==> src/rtl/song_reader.sv <==
// Song ROM note sequencer feeding note_counter: fetches one note per step and reports end of song.
// Optional build macro REPEAT_EN: loop the song instead of parking in DONE.
module song_reader #(
  parameter int NOTES_PER_SONG = 32,
  parameter int SONG_BITS      = 2,
  parameter int ROM_WIDTH      = 12,
  localparam int IDX_W         = $clog2(NOTES_PER_SONG)
) (
  input  logic                       clk,
  input  logic                       reset,
  input  logic                       play,
  input  logic [SONG_BITS-1:0]       song,
  input  logic                       note_done,
  output logic [SONG_BITS+IDX_W-1:0] rom_addr,
  input  logic [ROM_WIDTH-1:0]       rom_data,
  output logic [5:0]                 note,
  output logic [5:0]                 duration,
  output logic                       new_note,
  output logic                       timer_clear,
  output logic                       song_done,
  output logic [2:0]                 state_dbg
);

  typedef enum logic [2:0] {
    IDLE    = 3'd0,
    FETCH   = 3'd1,
    LOAD    = 3'd2,
    PLAYING = 3'd3,
    DONE    = 3'd4
  } state_t;

  state_t               state_q, state_d;
  logic [IDX_W-1:0]     index_q, index_d;
  logic [SONG_BITS-1:0] song_q, song_d;
  logic [5:0]           note_q, note_d;
  logic [5:0]           dur_q, dur_d;
  logic                 new_note_q, new_note_d;
  logic                 timer_clear_q, timer_clear_d;
  logic                 song_done_q, song_done_d;
  logic                 finish;
  logic                 active;

  assign active = (state_q == FETCH) || (state_q == LOAD) || (state_q == PLAYING);

  always_comb begin
    state_d       = state_q;
    index_d       = index_q;
    song_d        = song_q;
    note_d        = note_q;
    dur_d         = dur_q;
    new_note_d    = 1'b0;
    timer_clear_d = 1'b0;
`ifdef REPEAT_EN
    song_done_d   = 1'b0;
`else
    song_done_d   = song_done_q;
`endif
    finish        = 1'b0;

    // Dropping play rewinds from anywhere and outranks every other event.
    if (state_q != IDLE && !play) begin
      state_d     = IDLE;
      index_d     = '0;
      song_done_d = 1'b0;
      note_d      = 6'd0;
    end else if (active && song != song_q) begin
      song_d  = song;
      index_d = '0;
      state_d = FETCH;
    end else begin
      case (state_q)
        IDLE: begin
          if (play) begin
            song_d  = song;
            index_d = '0;
            state_d = FETCH;
          end
        end
        FETCH: state_d = LOAD;
        LOAD: begin
          if (rom_data[5:0] == 6'd0) begin
            finish = 1'b1;
          end else begin
            note_d        = rom_data[11:6];
            dur_d         = rom_data[5:0];
            new_note_d    = 1'b1;
            timer_clear_d = 1'b1;
            state_d       = PLAYING;
          end
        end
        PLAYING: begin
          if (note_done) begin
            if (index_q == IDX_W'(NOTES_PER_SONG - 1)) begin
              finish = 1'b1;
            end else begin
              index_d = index_q + IDX_W'(1);
              state_d = FETCH;
            end
          end
        end
        DONE:    state_d = DONE;
        default: state_d = IDLE;
      endcase
    end

    if (finish) begin
`ifdef REPEAT_EN
      song_done_d = 1'b1;
      index_d     = '0;
      state_d     = FETCH;
`else
      song_done_d = 1'b1;
      note_d      = 6'd0;
      state_d     = DONE;
`endif
    end
  end

  always_ff @(posedge clk or posedge reset) begin
    if (reset) begin
      state_q       <= IDLE;
      index_q       <= '0;
      song_q        <= '0;
      note_q        <= 6'd0;
      dur_q         <= 6'd0;
      new_note_q    <= 1'b0;
      timer_clear_q <= 1'b0;
      song_done_q   <= 1'b0;
    end else begin
      state_q       <= state_d;
      index_q       <= index_d;
      song_q        <= song_d;
      note_q        <= note_d;
      dur_q         <= dur_d;
      new_note_q    <= new_note_d;
      timer_clear_q <= timer_clear_d;
      song_done_q   <= song_done_d;
    end
  end

  assign rom_addr    = {song_q, index_q};
  assign note        = note_q;
  assign duration    = dur_q;
  assign new_note    = new_note_q;
  assign timer_clear = timer_clear_q;
  assign song_done   = song_done_q;
  assign state_dbg   = state_q;

endmodule

==> config.mk <==
export PLATFORM = sky130hd
export DESIGN_NAME = song_reader
export DESIGN_NICKNAME = d
export VERILOG_FILES = /design/src/rtl/song_reader.sv
export SDC_FILE = /design/constraint.sdc
export NUM_CORES = 1
export LEC_CHECK = 0
export ABC_AREA = 1
export CAP_MARGIN = 0
export CORE_UTILIZATION = 41
export CTS_CLUSTER_DIAMETER = 30
export DETAILED_ROUTE_END_ITERATION = 8
export PLACE_DENSITY = 0.71
export SYNTH_ARGS = -nofsm -noshare
export SYNTH_HDL_FRONTEND = slang
export SYNTH_SLANG_ARGS = --single-unit
==> constraint.sdc <==
create_clock -name clk -period 2.3 [get_ports clk]
set_clock_uncertainty 0.15 [all_clocks]
set_input_delay 0.23 -clock clk [delete_from_list [all_inputs] [get_ports clk]]
set_output_delay 0.23 -clock clk [all_outputs]
set_load 0.05 [all_outputs]
==> results.cfg <==
[worst_setup_path]
reg2regPathDepth = 9
crit_path_max_incr_delay_ps = 850
crit_slowest_cell = sky130_fd_sc_hd__clkdlybuf4s50_1
critPathLaunchType = register
critPathCaptureType = output pin
cp_cell_sequence = clkdlybuf4s50_1
crit_type = register to output pin
biggest_fanout_along_the_worst_timing_path = 6
worst-endpoint-arrival_ps = 1670
critical_path_required_ps = 1920
crit_cells = 1
worst-path-buf-inv = 1
worst_path_dominant_cell_family = buffers and inverters

[clock_network]
number_of_clock_sinks = 24
clock_tree.root_cell = sky130_fd_sc_hd__clkbuf_4
ctsLongestPathBuffers = 2
clk_pin_slew_worst_paths_ps = 140
postCtsHoldBufs = 0
clock_tree_from_tritoncts = done
cts_repair_resize_count = 0
cts-htree-levels = 1
numCtsBuffers = 3
insertion_delay_ps = 320
postCtsSetupRepairBufs = 0

[sta]
rsz_0062_raised_after_global_routing = no
report.final.setup_viol = 0
hold_viol_final = 0
maxSlewViolCount = 0
final.setup.tns_ps = 0
slew_headroom = 0.655
worst_slack_ps = 253
timing_worst_slew_pin_value_ps = 516
finalWorstPathRequiredPeriod_ps = 2050
hold_ws_ps = 89.8
post-route-period-util = 0.890
max_freq_ghz = 0.489

[hold_path]
hp-class = primary input to async pin

[synth]
synth.lib_cells_used.distinct = 24
postSynthNetCount = 197
post-synth-top-area-cell = sky130_fd_sc_hd__dfrtp_1
synth-edff-count = 0
dominantRegCellSynth = sky130_fd_sc_hd__dfrtp_1
synthCells = 177
netlist_area_mm2 = 0.00137
synth_warn = 0
synthTopCellsByCount = sky130_fd_sc_hd__nand2_1, sky130_fd_sc_hd__dfrtp_1, sky130_fd_sc_hd__inv_1
yosys-top-cells-area = sky130_fd_sc_hd__dfrtp_1, sky130_fd_sc_hd__nand2_1, sky130_fd_sc_hd__inv_1, sky130_fd_sc_hd__nand3_1, sky130_fd_sc_hd__nor2_1
most_common_cell_in_the_synthesized_netlist = sky130_fd_sc_hd__nand2_1
post-synth-top-area-fraction = 0.439
seq_area_frac_synth = 0.439
post_synthesis_async_set_or_reset_flop_share = 1.00
avgSynthCellArea_um2 = 7.73
postSynthRegisterBits = 24

[place]
placedInstanceArea_mm2 = 0.00181
preCtsSetupSlack_ps = 353
portBuffers = 42
post-dp-hpwl_mm = 2.26
finalWeightedCongestion = 0.891

[detailed_routing]
via_per_inst = 4.78
via_total_after_detailed_routing = 1263
post-route-drc-count = 0
detailedRoute.firstPassIterationCount = 4
dr.first_iter.drc_count = 39
wirelength_mm = 3.05
antenna_left = 0
drt-wirelength-per-cell_um = 11.5

[global_route]
number_of_global_route_vias_before_repair = 1220
grt_antenna_before_repair = 0
grt_start_max_net_pins = 25
gr-usage-all-layers = 0.187
grt_pass1_wl_mm = 5.00
globalRouteOverflowTotal = 0

[floorplan]
placementRows = 20
boundary_pin_count = 43
dieWidth_um = 59.8
design.core.area_mm2 = 0.00310
initial_cell_density_of_the_core = 0.441
floorplan.die_area_mm2 = 0.00357
die_height_um = 59.8

[power]
total_power_mw = 2.22
cellPowerDensity_mw_per_mm2 = 1200
power_switching_share = 0.519
p_int_mw = 1.07
power.share.combinational = 0.603
switchingPower_mw = 1.16
seqPwrFrac = 0.294
share_of_total_power_in_the_clock_network = 0.103
irDropWorstVdd_v = 0.000676
cellLeakagePower_nw = 0.910

[outcome]
status = finished clean

[final_layout]
finish.instance_area_mm2 = 0.00185
syn2layout_area_growth_pct = 34.9
num-fill-cells = 322
drive_gt1_frac = 0.100
finalNetCount = 241
antenna-diode-count = 0

[flow_run]
max-cap-violations = 0
==> flip-flops by register name, indices dropped and copies added, names as in the netlist <==
register and cells:
duration 6, index_q 5, song_q 2, note 6, timer_clear 1, state_dbg 3, song_done 1
==> cells by family after synthesis <==
| logic type | synth area share |
|---|---|
| DFF | 0.439 |
| adders and majority gates | 0.0183 |
| buffers and inverters | 0.0933 |
| AOI/OAI and AO/OA | 0.0952 |
| and+or+nand+nor | 0.354 |
==> power groups by stage <==
stage               sequential [mW]  clock [mW]  combinational (mW)
global route                  0.670       0.252                1.44
floorplan                      1.07           0               0.553
detailed placement            0.654           0                1.35
finish                        0.654       0.229                1.34
CTS                           0.651       0.234                1.35
global placement              0.654           0                1.33
==> final timing paths <==
check | startpoint | to | slack (ps)
max in group asynchronous | reset | duration[3] | 1680
min in group clk | rom_data[10] | note[4] | 280
setup / recovery | state_dbg[1] | state_dbg[1] | 250
setup reg to reg | index_q[0] | note[1] | 320
hold reg to reg | duration[0] | duration[0] | 360
hold / removal | reset | duration[5] | 90
==> through the flow <==
stage          utilization  instances
2_1_floorplan            -        177
3_3_place_gp         0.583        260
3_5_place_dp         0.583        260
4_1_cts              0.595        264
5_1_grt              0.595        264
6_report             0.595        264
==> routing by layer <==
metal	up-vias	global-route usage	wire length, um
li1	643	-	-
met1	568	0.235	1400
met2	47	0.319	1450
met3	5	0.0390	179
met4	0	0.0598	25
met5	-	0	0
==> cells in the final DEF, fill, tap and decap left out <==
cell and instances:
sky130_fd_sc_hd__dfrtp_1 24, sky130_fd_sc_hd__o21ai_0 6, sky130_fd_sc_hd__ha_1 2, sky130_fd_sc_hd__o22ai_1 1, sky130_fd_sc_hd__nand3_4 1, sky130_fd_sc_hd__nand3_1 12
sky130_fd_sc_hd__nor2_4 1, sky130_fd_sc_hd__clkbuf_4 3, sky130_fd_sc_hd__inv_2 4, sky130_fd_sc_hd__buf_4 1, sky130_fd_sc_hd__nor3_1 2, sky130_fd_sc_hd__a21oi_1 3
sky130_fd_sc_hd__clkdlybuf4s50_1 42, sky130_fd_sc_hd__nand2_1 61, sky130_fd_sc_hd__nor2_1 15, sky130_fd_sc_hd__nor2_2 1, sky130_fd_sc_hd__clkbuf_8 1, sky130_fd_sc_hd__inv_1 19
sky130_fd_sc_hd__nand4_1 5, sky130_fd_sc_hd__nand2_4 3, sky130_fd_sc_hd__o21ai_1 6, sky130_fd_sc_hd__nand2_2 3, sky130_fd_sc_hd__a21oi_4 2, sky130_fd_sc_hd__o21ai_4 1
sky130_fd_sc_hd__nand3_2 1
==> cell type report <==
| cell class | instances | area, um2 | area share |
|---|---|---|---|
| clock buffers | 4 | 36.3 | 0.0197 |
| well taps | 44 | 55.1 | 0.0298 |
| repair buffers | 43 | 428 | 0.232 |
| multi-input cells | 126 | 639 | 0.346 |
| flip-flops and latches | 24 | 601 | 0.325 |
| inverters | 23 | 86.3 | 0.0468 |
No activity file was read; power rests on OpenSTA's default activity.
